$ cat config.mk
export PLATFORM = sky130hd
export DESIGN_NAME = hazard_controller
export DESIGN_NICKNAME = d
export VERILOG_FILES = /design/src/rtl/hazard_controller.sv
export SDC_FILE = /design/constraint.sdc
export NUM_CORES = 1
export LEC_CHECK = 0
export CORE_ASPECT_RATIO = 0.6
export CORE_MARGIN = 3
export CORE_UTILIZATION = 38
export CTS_CLUSTER_DIAMETER = 150
export DETAILED_ROUTE_END_ITERATION = 8
export PLACE_DENSITY = 0.88
export SETUP_SLACK_MARGIN = 0.02
export SLEW_MARGIN = 20
export SYNTH_ARGS = -nofsm -noshare
export SYNTH_HDL_FRONTEND = slang
export SYNTH_SLANG_ARGS = --single-unit
export TNS_END_PERCENT = 5
$ cat constraint.sdc
create_clock -name clk -period 2.7 [get_ports clk]
set_input_delay 0.54 -clock clk [delete_from_list [all_inputs] [get_ports clk]]
set_output_delay 0.54 -clock clk [all_outputs]
set_load 0.1 [all_outputs]
$ cat src/rtl/hazard_controller.sv
// Hazard and sequencing controller for the 5-stage MIPS pipeline: forwarding selects,
// load-use / branch stalls, D-stage flush and the multicycle MULT/DIV hold of Execute.
module hazard_controller #(
  parameter int MULT_CYCLES = 4,
  parameter int DIV_CYCLES  = 32
) (
  input  logic       clk,
  input  logic       rst_n,
  input  logic [4:0] Rs_D,
  input  logic [4:0] Rt_D,
  input  logic       Branch_D,
  input  logic       Jr_D,
  input  logic       J_D,
  input  logic       PCSrc_D,
  input  logic [4:0] Rs_E,
  input  logic [4:0] Rt_E,
  input  logic [4:0] WriteReg_E,
  input  logic [4:0] WriteReg_M,
  input  logic [4:0] WriteReg_W,
  input  logic       RegWrite_E,
  input  logic       RegWrite_M,
  input  logic       RegWrite_W,
  input  logic       MemtoReg_E,
  input  logic       MemtoReg_M,
  input  logic       mdu_start_E,
  input  logic       mdu_div_E,
  output logic       StallF,
  output logic       StallD,
  output logic       FlushD,
  output logic       EN_DE,
  output logic       CLR_DE,
  output logic [1:0] ForwardA_E,
  output logic [1:0] ForwardB_E,
  output logic       ForwardA_D,
  output logic       ForwardB_D,
  output logic       mdu_busy,
  output logic       mdu_done
);

  localparam int MAX_CYCLES = (MULT_CYCLES > DIV_CYCLES) ? MULT_CYCLES : DIV_CYCLES;
  localparam int CNT_W      = $clog2(MAX_CYCLES);
  // BUSY counts N-3 down to 0, so IDLE + BUSY + DONE add up to exactly N cycles.
  localparam logic [CNT_W-1:0] MULT_LOAD = CNT_W'(MULT_CYCLES - 3);
  localparam logic [CNT_W-1:0] DIV_LOAD  = CNT_W'(DIV_CYCLES - 3);

  typedef enum logic [1:0] {IDLE, BUSY, DONE} mdu_state_e;

  mdu_state_e       state_q, state_d;
  logic [CNT_W-1:0] cnt_q, cnt_d;
  logic             busy_c;
  logic             n_is_two;
  logic             lwstall, branchstall, hit_e, hit_m;

  function automatic logic [1:0] fwd_e(input logic [4:0] src, input logic rw_m,
                                       input logic [4:0] wr_m, input logic rw_w,
                                       input logic [4:0] wr_w);
    if (src != 5'd0 && rw_m && wr_m == src)      return 2'b10;
    else if (src != 5'd0 && rw_w && wr_w == src) return 2'b01;
    else                                         return 2'b00;
  endfunction

  // Does a writer of register dst feed a D-stage source? Jr only reads Rs.
  function automatic logic d_src_hit(input logic [4:0] dst, input logic [4:0] rs,
                                     input logic [4:0] rt, input logic br, input logic jr);
    return (dst != 5'd0) && ((br && (dst == rs || dst == rt)) || (jr && dst == rs));
  endfunction

  // NOTE: sequential state uses non-blocking assignments only; reset is synchronous here.
  always_ff @(posedge clk) begin
    if (!rst_n) begin
      state_q <= IDLE;
      cnt_q   <= '0;
    end else begin
      state_q <= state_d;
      cnt_q   <= cnt_d;
    end
  end

  assign n_is_two = mdu_div_E ? (DIV_CYCLES == 2) : (MULT_CYCLES == 2);

  // NOTE: every signal written here gets a default first, so no latch is inferred.
  always_comb begin
    state_d = state_q;
    cnt_d   = cnt_q;
    busy_c  = 1'b0;
    case (state_q)
      IDLE: begin
        if (mdu_start_E) begin
          busy_c = 1'b1;
          if (n_is_two) begin
            state_d = DONE;
          end else begin
            state_d = BUSY;
            cnt_d   = mdu_div_E ? DIV_LOAD : MULT_LOAD;
          end
        end
      end
      BUSY: begin
        busy_c = 1'b1;
        if (cnt_q == '0) state_d = DONE;
        else             cnt_d   = cnt_q - CNT_W'(1);
      end
      DONE:    state_d = IDLE;
      default: state_d = IDLE;
    endcase
  end

  assign lwstall     = MemtoReg_E && WriteReg_E != 5'd0 &&
                       (WriteReg_E == Rs_D || WriteReg_E == Rt_D);
  assign hit_e       = RegWrite_E && d_src_hit(WriteReg_E, Rs_D, Rt_D, Branch_D, Jr_D);
  assign hit_m       = MemtoReg_M && d_src_hit(WriteReg_M, Rs_D, Rt_D, Branch_D, Jr_D);
  assign branchstall = (Branch_D || Jr_D) && (hit_e || hit_m);

  always_comb begin
    StallF     = 1'b0;
    StallD     = 1'b0;
    EN_DE      = 1'b1;
    CLR_DE     = 1'b0;
    mdu_busy   = busy_c;
    mdu_done   = (state_q == DONE);
    ForwardA_E = fwd_e(Rs_E, RegWrite_M, WriteReg_M, RegWrite_W, WriteReg_W);
    ForwardB_E = fwd_e(Rt_E, RegWrite_M, WriteReg_M, RegWrite_W, WriteReg_W);
    ForwardA_D = Rs_D != 5'd0 && RegWrite_M && WriteReg_M == Rs_D;
    ForwardB_D = Rt_D != 5'd0 && RegWrite_M && WriteReg_M == Rt_D;
    // The MDU hold keeps E intact; a pending load-use bubble waits until DONE.
    if (busy_c) begin
      StallF = 1'b1;
      StallD = 1'b1;
      EN_DE  = 1'b0;
    end else if (lwstall || branchstall) begin
      StallF = 1'b1;
      StallD = 1'b1;
      EN_DE  = 1'b0;
      CLR_DE = 1'b1;
    end
    FlushD = (PCSrc_D || J_D || Jr_D) && !StallD;
    if (!rst_n) begin
      StallF     = 1'b0;
      StallD     = 1'b0;
      FlushD     = 1'b0;
      EN_DE      = 1'b0;
      CLR_DE     = 1'b1;
      ForwardA_E = 2'b00;
      ForwardB_E = 2'b00;
      ForwardA_D = 1'b0;
      ForwardB_D = 1'b0;
      mdu_busy   = 1'b0;
      mdu_done   = 1'b0;
    end
  end

endmodule

== After elaboration in Yosys (flattened, before gate mapping) ==
Index checks and enable logic that the tools add are counted.

* Add/subtract/negate cells: 1
* Equal/unequal tests: 13
* Reductions and logical operators: 45
* Muxes and demuxes: 28

{| class="wikitable"
|+ Operators by type and width
! cell !! number
|-
| 5-bit == test || 8
|-
| 5-bit nonzero test || 6
|-
| 1-bit logical AND || 24
|-
| 1-bit 2-to-1 mux || 16
|-
| 5-bit 2-to-1 mux || 3
|-
| 2-bit 2-to-1 mux || 6
|-
| 5-bit one-hot mux with 2 select lines || 1
|-
| 1-bit logical OR || 9
|-
| 2-bit != test (second input constant) || 3
|-
| 5-bit logical NOT || 1
|-
| 5-bit by 1-bit subtractor with 5-bit output (second input constant) || 1
|-
| 2-bit one-hot mux with 2 select lines || 1
|-
| 3-bit AND reduction || 1
|-
| 2-bit by 1-bit == test with 1-bit output (second input constant) || 1
|-
| 2-bit == test (second input constant) || 1
|-
| 2-bit logical NOT || 1
|-
| 1-bit one-hot mux with 2 select lines || 1
|-
| 2-bit AND reduction || 1
|-
| 2-bit nonzero test || 1
|-
| 1-bit logical NOT || 1
|}

* Output and inout port bits: 13
* Flip-flop bits (word level): 7
* Input bits: 48
* Word-level logic and storage cells: 89

== Depth between registers and ports, before layout ==
Gate-level depths: netlist of run 1.

* Depth after elaboration: 14
* Depth in mapped cells: 8
* Depth with buffers taken out: 7

== Worst setup path after synthesis of run 1 ==
No wires, ideal clock.

* Path kind: in2out
* From: input Rs_E[3]
* To: output ForwardA_E[0]
* Arrival: 4148 ps
* Data required time: 2160 ps
* Slack: -1988 ps
* Cell stages on the path: 4
* Buffers on the path: 0
* Cell sequence: or4_1 nor2_1 nor4_1 nor4_1

* Cells in the longest elaborated chain, start to end: 6
* Elaborated cells on any way between the ends: 10
* Classes of those cells: eq/ne (2); mux (3); reduce/logical (5)

{| class="wikitable"
|+ RTL lines
! item !! RTL line !! text
|-
| from (decl) || 15 || <nowiki>input logic [4:0] Rs_E,</nowiki>
|-
| 5-bit nonzero test || 57, 58 ||
|-
| 1-bit logical AND (2 in a row) || 58 || <nowiki>else if (src != 5'd0 && rw_w && wr_w == src) return 2'b01;</nowiki>
|-
| 1-bit 2-to-1 mux || 58 ||
|-
| 2-bit 2-to-1 mux * || 57 || <nowiki>if (src != 5'd0 && rw_m && wr_m == src) return 2'b10;</nowiki>
|-
| 2-bit 2-to-1 mux * || 137 || <nowiki>if (!rst_n) begin</nowiki>
|-
| to (decl) || 32 || <nowiki>output logic [1:0] ForwardA_E,</nowiki>
|}

Mark *: on every way between the ends. The rest lies on a longest branch, timed or not.

== Worst setup path in the final report of run 1 ==
* From: input WriteReg_M[2]
* To: output StallF

* Cells in the longest elaborated chain, start to end: 12
* Elaborated cells on any way between the ends: 15
* Classes of those cells: eq/ne (2); mux (3); reduce/logical (10)

{| class="wikitable"
|+ RTL lines
! item !! RTL line !! text
|-
| from (decl) || 18 || <nowiki>input logic [4:0] WriteReg_M,</nowiki>
|-
| 5-bit == test || 65 || <nowiki>return (dst != 5'd0) && ((br && (dst == rs || dst == rt)) || (jr && dst == rs));</nowiki>
|-
| 1-bit logical OR || 65 ||
|-
| 1-bit logical AND || 65 ||
|-
| 1-bit logical OR || 65 ||
|-
| 1-bit logical AND * || 65 ||
|-
| 1-bit logical AND * || 111 || <nowiki>assign hit_m = MemtoReg_M && d_src_hit(WriteReg_M, Rs_D, Rt_D, Branch_D, Jr_D);</nowiki>
|-
| 1-bit logical OR * || 112 || <nowiki>assign branchstall = (Branch_D || Jr_D) && (hit_e || hit_m);</nowiki>
|-
| 1-bit logical AND * || 112 ||
|-
| 1-bit logical OR * || 130 || <nowiki>end else if (lwstall || branchstall) begin</nowiki>
|-
| 1-bit 2-to-1 mux * || 130 ||
|-
| 1-bit 2-to-1 mux * || 126 || <nowiki>if (busy_c) begin</nowiki>
|-
| 1-bit 2-to-1 mux * || 137 ||
|-
| to (decl) || 27 || <nowiki>output logic StallF,</nowiki>
|}

Marked as above.

==> results of run 1 <==
[logic make-up after synthesis]
group,count (synthesis),synth area share (%)
AND/OR/NAND/NOR,62,32.9
XOR/XNOR,38,31.3
AO/OA/AOI/OAI,22,14.0
buffers and inverters,14,6.24
flip-flops,7,13.2
adder cells (fa/ha/maj),2,2.36
[power groups by stage]
stage                     Sequential (mW)  Clock [mW]  Combinational, mW
after detailed placement            0.133           0              0.444
after CTS                           0.131       0.154              0.455
after global routing                0.135       0.159              0.508
final                               0.134       0.156              0.490
after floorplan                     0.129           0              0.240
after global placement              0.131           0              0.419
[sequential cells by signal (all words and copies together) (netlist names)]
| register | cells |
|---|---|
| state_q | 2 |
| cnt_q | 5 |
[layout by cell type (no fill, tap or decap), types with 3 or more instances in the layout]
cell type	n
nand2_1	6
clkdlybuf4s15_1	3
dlymetal6s2s_1	5
nor3_1	5
xor2_1	16
and2_1	3
inv_1	6
nor2_1	13
nand2b_1	3
nand4_1	4
clkbuf_8	3
o21ai_0	4
xnor2_1	21
a22oi_1	3
dfxtp_1	7
buf_4	32
buf_12	13
dlygate4sd2_1	16
clkdlybuf4s50_1	16
or4_4	3
nor2b_1	4
nand3_1	5
nor4_4	4
clkbuf_2	3
[worst max-delay path: stages]
cell,delay (ps)
buf_6,110
buf_4,120
xor2_1,150
nor3_1,210
nand3_1,180
a21oi_2,220
a31oi_4,70
buf_4,170
a21oi_4,210
buf_12,200
[how the worst max path moves through the flow]
stage          cells after the start           from            end
4_1_cts                            6        Rs_E[0]  ForwardA_E[0]
5_1_grt                           10  WriteReg_M[2]         StallF
6_report                          10  WriteReg_M[2]         StallF
3_3_place_gp                       7  WriteReg_M[1]         FlushD
3_5_place_dp                       7  WriteReg_M[1]         FlushD
2_1_floorplan                      7  WriteReg_M[2]         CLR_DE
[through the flow]
step | worst slack, ps | hold slack (ps) | util [%]
global placement | -388 | 500 | 79.1
floorplan | -609 | 489 | -
finish | -29.6 | 569 | 86.2
global route | -63.6 | 597 | 86.2
CTS | -79.3 | 526 | 83.5
detailed placement | -536 | 516 | 79.1
[per-layer routing]
layer  share of wire, %  vias to the layer above  GRT usage, %
li1                   -                      689             -
met1                 39                      723          36.0
met2                 45                      134          52.6
met3                9.4                       49          4.91
met4                7.1                        0          13.8
met5                  0                        -             0
[layout make-up]
type	count	share of cell area (%)
Clock buffer	4	2.03
Sequential cell	7	6.31
Tap cell	32	1.80
Multi-Input combinational cell	124	45.8
Timing Repair Buffer	93	43.1
Inverter	6	1.01
[what timing repair did]
item | CTS | global route
gates resized for setup | 59 | 23
pin swaps | 16 | 11
endpoints found under the setup margin | 11 | 9
buffers inserted | 5 | 1
hold buffers | 0 | 0
==> qor.txt, run 1 <==
Psw: 0.348 mW
Comb power frac: 62.8%
EDFF count, synth: 0
clk slew on worst S/H paths: 40 ps
Worst EP required: 2160 ps
DR WL/cell: 20.6 µm
area of the die: 3490 µm²
Die H: 47.0 µm
final wirelength: 5490 µm
layout cell share with drive strength beyond 1: 33.8%
vias per cell: 6.00
synthesized cell area: 1060 µm²
Initial Util: 41.3%
Fin Clk Skew: 1.17 ps
setup TNS: -58.7 ps
post-synth top area cell: xnor2_1
dpl hpwl: 3770 µm
Worst slew margin: 76.7%
Total GRT Usage: 29.6%
outcome: finished, violations left
clk sinks: 7
Hold Path Stages: 2
largest net degree at the start of global routing: 12
Hold Startpoint: cnt_q[4]
Leakage: 0.929 nW
Final Cell Area: 2220 µm²
Layout Cells excl Fill: 266
Net Count, Synth: 195
Area contributors post-synth: xnor2_1 (18%), dfxtp_1 (13%), xor2_1 (13%), nor2_1 (5.3%), o21ai_0 (3.8%)
Ys Warns: 0
max cap viols: 0
hold violation total from the final report: 0
CTS tree: built
Synth Instances: 145
Final #Nets: 285
Worst Setup End Kind: primary output
crit path launch type: primary input
final antenna-violating net count: 0
violated checks: negative setup slack
CTS Buf Count: 3
initial detailed-routing violation count: 176
critical path type: primary input to primary output
final setup violation count: 2
PortBufs: 60
Hold Path Sink: cnt_q[4]
Max VDD drop: 0.204 mV
htree depth: 1
RSZ-0062 raised after global routing: true
First-pass DRT Iterations: 4
CTS Buffer Depth: 2
slack of the critical path: -29.6 ps
FF+latch count, synth: 7
WP data arrival: 2190 ps
IO Count: 61
Cell Rows: 14
number of fill cells: 119
overall power: 0.781 mW
area of the multi-input gates: 1020 µm²
Placed Cells: 256
FMAX: 366 MHz
Tmin final: 2730 ps
Synth top area share: 18.1%
diodes inserted: 0
Sequential Power Share: 17.2%
Avg Inst Size Synth: 7.33 µm²
vias in the first global route: 1595
initial antenna violation count: 0
CTS root buf: clkbuf_8
Slew @ Worst Pin: 347 ps
Final period util: 101%
Worst-Skew Late Latency: 240 ps
first-pass GRT wire length: 7640 µm
end of the worst register-to-register path: cnt_q[3]
Yosys cell types: 34
Clk pwr share: 20.0%
count leader, synth: xnor2_1
sequential element share of the synthesized area: 13.2%
largest fanout on the critical path: 4
Top FF cell, synth: dfxtp_1
Hold WC Path Type: flop to flop
Synth async-reset ratio: 0%
total gr overflow: 0
pwr dens: 352 nW/µm²
reg-to-reg startpoint: state_q[0]
routed vias: 1595
Commonest cells post-synth: xnor2_1 (22), xor2_1 (16), nor2_1 (15)
Sw Ratio: 44.5%
die width: 74.3 µm
reg2reg path depth: 7
R2R setup slack: 870 ps
gpl congestion: 0.853
P_int: 0.433 mW
core area: 2570 µm²
area delta synth->final: 109%
Area after DPL: 2040 µm²
sequential cell area: 140 µm²
Max Slew Vio Count: 0
DRC errors left: 0
Power figures use the tool's default switching activity.
==> run 2, diff against run 1 <==
--- a/config.mk
+++ b/config.mk
@@ -7,10 +7,11 @@
 export LEC_CHECK = 0
 export CORE_ASPECT_RATIO = 0.6
 export CORE_MARGIN = 3
-export CORE_UTILIZATION = 38
+export CORE_UTILIZATION = 40
 export CTS_CLUSTER_DIAMETER = 150
 export DETAILED_ROUTE_END_ITERATION = 8
-export PLACE_DENSITY = 0.88
+export MAX_ROUTING_LAYER = met4
+export PLACE_DENSITY = 0.92
 export SETUP_SLACK_MARGIN = 0.02
 export SLEW_MARGIN = 20
 export SYNTH_ARGS = -nofsm -noshare
==> constraint.sdc (replaced) <==
create_clock -name clk -period 3.5 [get_ports clk]
set_input_delay 0.7 -clock clk [delete_from_list [all_inputs] [get_ports clk]]
set_output_delay 0.7 -clock clk [all_outputs]
set_load 0.1 [all_outputs]
==> run 2 against run 1 <==
- the run now ends clean
- register-to-register slack better by 530 ps
- clock power down 26%
- final area shrank 15%
- total power decreased by 31%
- sequential power down 23%
- wire length shrank 31%
- combinational power is 35% lower
==> qor.txt, run 2 (synthesis gave the netlist of run 1 again) <==
vias per cell: 5.58 (was 6.00)
Post-Place Worst Slack: 4.38 ps (was -536 ps)
most frequent cells in the layout: clkdlybuf4s50_1 (46), xnor2_1 (22), xor2_1 (16) (was buf_4 (32), xnor2_1 (21), xor2_1 (16), dlygate4sd2_1 (16), clkdlybuf4s50_1 (16))
htree depth: 1 (unchanged)
layout cell share with drive strength beyond 1: 14.6% (was 33.8%)
Sequential Power Share: 19.2% (was 17.2%)
dpl hpwl: 3190 µm (was 3770 µm)
overall power: 0.535 mW (was 0.781 mW)
diodes inserted: 0 (unchanged)
top layer in use: met4 (unchanged)
CTS Buffer Depth: 2 (unchanged)
R2R setup slack: 1400 ps (was 870 ps)
largest net degree at the start of global routing: 12 (unchanged)
core area: 2340 µm² (was 2570 µm²)
Max VDD drop: 0.137 mV (was 0.204 mV)
Total GRT Usage: 24.8% (was 29.6%)
DR WL/cell: 16.0 µm (was 20.6 µm)
first-pass GRT wire length: 6160 µm (was 7640 µm)
CTS tree: built (unchanged)
final hold slack: 585 ps (was 569 ps)
Tmin final: 3440 ps
setup TNS: 0 ps (was -58.7 ps)
Slew @ Worst Pin: 826 ps (was 347 ps)
hold buffers post-CTS: 0 (unchanged)
Worst slew margin: 44.2% (was 76.7%)
IO Count: 61 (unchanged)
max reg flops: 5 (unchanged)
area delta synth->final: 78.3% (was 109%)
Cell Rows: 13 (was 14)
Comb power frac: 59.2% (was 62.8%)
most common cell after layout, fill and taps aside: clkdlybuf4s50_1 (was buf_4)
Worst-Skew Late Latency: 230 ps (was 240 ps)
gpl congestion: 0.860 (was 0.853)
critical path type: primary input to primary output (unchanged)
reg-to-reg startpoint: cnt_q[0] (was state_q[0])
clk slew on worst S/H paths: 40 ps (about the same)
slack of the critical path: 56.3 ps (was -29.6 ps)
final setup violation count: 0 (was 2)
initial antenna violation count: 0 (unchanged)
worst setup path end: FlushD (was StallF)
Placed Cells: 232 (was 256)
Worst EP required: 2800 ps (was 2160 ps)
routed length on met3: 333 µm (was 515 µm)
max cap viols: 0 (unchanged)
end of the worst register-to-register path: cnt_q[3] (unchanged)
RSZ-0062 raised after global routing: true (unchanged)
PortBufs: 60 (unchanged)
area of the die: 3330 µm² (was 3490 µm²)
initial detailed-routing violation count: 92 (was 176)
outcome: complete, no violations (was finished, violations left)
largest fanout on the critical path: 5 (was 4)
Die H: 45.9 µm (was 47.0 µm)
Psw: 0.223 mW (was 0.348 mW)
CTS Buf Count: 3 (unchanged)
reg2reg path depth: 6 (was 7)
clk sinks: 7 (unchanged)
Clk pwr share: 21.6% (was 20.0%)
FMAX: 290 MHz
DRC errors left: 0 (unchanged)
Max Slew Vio Count: 0 (unchanged)
routed vias: 1318 (was 1595)
Final period util: 98.4%
hold violation total from the final report: 0 (unchanged)
Layout Cells excl Fill: 236 (was 266)
Most flops, register: cnt_q (unchanged)
Worst Setup End Kind: primary output (unchanged)
crit path launch: WriteReg_M[4] (was WriteReg_M[2])
die width: 72.5 µm (was 74.3 µm)
vias in the first global route: 1334 (was 1595)
final wirelength: 3780 µm (was 5490 µm)
Final #Nets: 257 (was 285)
met2 WL: 1780 µm (was 2460 µm)
P_int: 0.312 mW (was 0.433 mW)
DRT met1 WL: 1560 µm (was 2120 µm)
Hold WC Path Type: flop to flop (unchanged)
First-pass DRT Iterations: 4 (unchanged)
crit path launch type: primary input (unchanged)
WP data arrival: 2740 ps (was 2190 ps)
CTS root buf: clkbuf_8 (unchanged)
total gr overflow: 0 (unchanged)
pwr dens: 282 nW/µm² (was 352 nW/µm²)
biggest regs: cnt_q: 5 flops, state_q: 2 flops (unchanged)
final antenna-violating net count: 0 (unchanged)
postcts setup bufs: 0 (was 5)
Fin Clk Skew: 4.00 ps (was 1.17 ps)
Leakage: 0.695 nW (was 0.929 nW)
Initial Util: 45.4% (was 41.3%)
Sw Ratio: 41.7% (was 44.5%)
run 2: cell types whose count changed in the layout (fill, tap and decap cells not counted), sizes merged:
cell           delta
dlymetal6s2s      -5
dlygate4sd2      -15
clkdlybuf4s50    +30
buf              -32
clkbuf            -3
clkdlybuf4s15     -3
run 2: worst min path at each step:
stage                        start       end  depth (start not counted)
final                     cnt_q[0]  cnt_q[0]                          2
after global routing      cnt_q[0]  cnt_q[0]                          2
after CTS                 cnt_q[0]  cnt_q[0]                          2
after detailed placement  cnt_q[4]  cnt_q[4]                          2
after global placement    cnt_q[4]  cnt_q[4]                          2
after floorplan           cnt_q[4]  cnt_q[4]                          2
run 2: repair_timing:
action / 4_1_cts / 5_1_grt
hold endpoints to repair: 0 / 0
resized for setup: 1 / 1
setup endpoints to repair: 1 / 4
pin swaps: 0 / 1
run 2: routing by layer:
metal  global-route usage, %  up-vias
li1                        -      634
met1                    29.4      598
met2                    42.1       74
met3                    5.29       12
met4                    8.82        0
met5                       -        -
run 2: final cells by class:
class                      count  area (µm²)
multi-input combinational    124         882
timing repair buffer          65         767
fill                         138         448
sequential                     7         140
clock buffer                   4        45.0
tap                           30        37.5
inverter                       6        22.5
run 2: critical path: stages:
cell,delay [ps]
clkdlybuf4s50_1,540
or4_1,460
o221ai_1,170
a21oi_1,70
a31oi_2,260
nor4b_4,330
buf_12,220
run 2: power groups by stage:
stage,logic [mW],clock network (mW),registers [mW]
final,0.317,0.116,0.103
after global routing,0.337,0.118,0.104
after CTS,0.314,0.114,0.102
after detailed placement,0.312,0,0.102
after global placement,0.299,0,0.101
after floorplan,0.183,0,0.0992
run 2: stage by stage:
| stage | cell area, µm² | utilization [%] |
|---|---|---|
| 2_1_floorplan | 1080 | - |
| 3_3_place_gp | 1850 | 78.8 |
| 5_1_grt | 1890 | 80.9 |
| 4_1_cts | 1890 | 80.7 |
| 6_report | 1890 | 80.9 |
| 3_5_place_dp | 1850 | 78.8 |
==> run 3, diff against run 2 <==
--- a/config.mk
+++ b/config.mk
@@ -11,7 +11,7 @@
 export CTS_CLUSTER_DIAMETER = 150
 export DETAILED_ROUTE_END_ITERATION = 8
 export MAX_ROUTING_LAYER = met4
-export PLACE_DENSITY = 0.92
+export PLACE_DENSITY = 0.84
 export SETUP_SLACK_MARGIN = 0.02
 export SLEW_MARGIN = 20
 export SYNTH_ARGS = -nofsm -noshare
==> run 3 against run 2 <==
- wire length is 1.2% lower
- non-clock buffer count stayed put
- combinational power hardly changed
- register-to-register slack better by 120 ps
==> qor.txt, run 3 (synthesis gave the netlist of run 1 again) <==
outcome: complete, no violations (unchanged)
overall power: 0.531 mW (was 0.535 mW)
vias in the first global route: 1300 (was 1334)
RSZ-0062 raised after global routing: true (unchanged)
gpl congestion: 0.949 (was 0.860)
final setup violation count: 0 (unchanged)
vias per cell: 5.52 (was 5.58)
core area: 2340 µm² (unchanged)
Hold Path Stages: 2 (unchanged)
reg2reg path depth: 6 (unchanged)
dpl hpwl: 3230 µm (was 3190 µm)
CTS root buf: clkbuf_8 (unchanged)
setup TNS: 0 ps (unchanged)
hold violation total from the final report: 0 (unchanged)
postcts setup bufs: 0 (unchanged)
Slew @ Worst Pin: 775 ps (was 826 ps)
CTS Buffer Depth: 2 (unchanged)
clk sinks: 7 (unchanged)
Placed Cells: 232 (unchanged)
IO Count: 61 (unchanged)
largest net degree at the start of global routing: 15 (was 12)
most common cell after layout, fill and taps aside: clkdlybuf4s50_1 (unchanged)
htree depth: 1 (unchanged)
final wirelength: 3730 µm (was 3780 µm)
most frequent cells in the layout: clkdlybuf4s50_1 (43), xnor2_1 (22), nor2_1 (15), xor2_1 (15), buf_12 (13) (was clkdlybuf4s50_1 (46), xnor2_1 (22), xor2_1 (16))
diodes inserted: 0 (unchanged)
layout cell share with drive strength beyond 1: 14.6% (unchanged)
Worst slew margin: 47.6% (was 44.2%)
final core occ: 81.5% (was 80.9%)
area of the die: 3330 µm² (unchanged)
DR WL/cell: 15.8 µm (was 16.0 µm)
Layout Cells excl Fill: 236 (unchanged)
Final #Nets: 257 (unchanged)
largest fanout on the critical path: 4 (was 5)
end of the worst register-to-register path: cnt_q[4] (was cnt_q[3])
pwr dens: 279 nW/µm² (was 282 nW/µm²)
total gr overflow: 0 (unchanged)
Worst EP required: 2800 ps (about the same)
area of the multi-input gates: 885 µm² (was 882 µm²)
routed vias: 1303 (was 1318)
Max Slew Vio Count: 0 (unchanged)
First-pass DRT Iterations: 4 (unchanged)
Total GRT Usage: 24.9% (was 24.8%)
Hold Startpoint: cnt_q[0] (unchanged)
PortBufs: 60 (unchanged)
number of fill cells: 159 (was 138)
clk slew on worst S/H paths: 40 ps (about the same)
crit path launch type: primary input (unchanged)
Most flops, register: cnt_q (unchanged)
area delta synth->final: 79.6% (was 78.3%)
Post-CTS Resized: 0 (was 1)
Worst-Skew Late Latency: 230 ps (about the same)
Fin Clk Skew: 9.36 ps (was 4.00 ps)
final antenna-violating net count: 0 (unchanged)
CTS Buf Count: 3 (unchanged)
die width: 72.5 µm (unchanged)
hold buffers post-CTS: 0 (unchanged)
CTS tree: built (unchanged)
FMAX: 299 MHz (was 290 MHz)
Die H: 45.9 µm (unchanged)
Hold WC Path Type: flop to flop (unchanged)
max cap viols: 0 (unchanged)
Worst Setup End Kind: primary output (unchanged)
Leakage: 0.730 nW (was 0.695 nW)
Cell Rows: 13 (unchanged)
Max VDD drop: 0.162 mV (was 0.137 mV)
reg-to-reg startpoint: state_q[0] (was cnt_q[0])
biggest regs: cnt_q: 5 flops, state_q: 2 flops (unchanged)
Hold Path Sink: cnt_q[0] (unchanged)
initial antenna violation count: 0 (unchanged)
Initial Util: 45.4% (unchanged)
R2R setup slack: 1520 ps (was 1400 ps)
initial detailed-routing violation count: 40 (was 92)
WP data arrival: 2650 ps (was 2740 ps)
critical path type: primary input to primary output (unchanged)
first-pass GRT wire length: 6080 µm (was 6160 µm)
Tmin final: 3350 ps (was 3440 ps)
Final period util: 95.6% (was 98.4%)
DRC errors left: 0 (unchanged)
max reg flops: 5 (unchanged)
sequential cell area: 140 µm² (unchanged)
## run 3: worst max-delay path by stage
stage	startpoint	cells after the start	slack, ps	to
after floorplan	Rs_E[3]	4	-390	ForwardA_E[0]
after global placement	WriteReg_M[1]	7	80	FlushD
after detailed placement	WriteReg_M[1]	7	30	FlushD
after CTS	WriteReg_M[1]	7	40	FlushD
after global routing	Rs_D[1]	9	9	StallD
final	Rt_D[2]	9	150	StallF
## run 3: cell type report
class | count | area share, %
well taps | 30 | 1.97
multi-input cells | 124 | 46.4
repair buffers | 65 | 40.8
flip-flops and latches | 7 | 7.34
inverters | 6 | 1.18
clock buffers | 4 | 2.36
## run 3: power breakdown
part           switching, mW  internal (mW)
sequential           0.00981         0.0914
combinational          0.172          0.142
clock                 0.0374         0.0790
total                  0.219          0.312
## run 3: routing by layer
metal  up-vias  track usage, %  routed length (µm)
met5         -               -                   0
met4         0            5.88                  64
met3         6            6.83                 304
met2        66            43.4                1810
met1       602            28.8                1550
li1        629               -                   -
## run 3: stage by stage
| stage | hold WS, ps | worst slack, ps | cell area (µm²) |
|---|---|---|---|
| 3_3_place_gp | 505 | 75.4 | 1850 |
| 3_5_place_dp | 521 | 33.7 | 1850 |
| 2_1_floorplan | 489 | -385 | 1080 |
| 6_report | 528 | 153 | 1910 |
| 5_1_grt | 548 | 8.52 | 1910 |
| 4_1_cts | 530 | 36.2 | 1890 |
## run 3: critical path, cell delays in order
cell and delay [ps]:
clkdlybuf4s50_1 470, xor2_1 170, nor3_1 270, nand3_1 110, a21oi_1 200, a31oi_2 90, buf_4 170, a21oi_2 250
buf_12 210
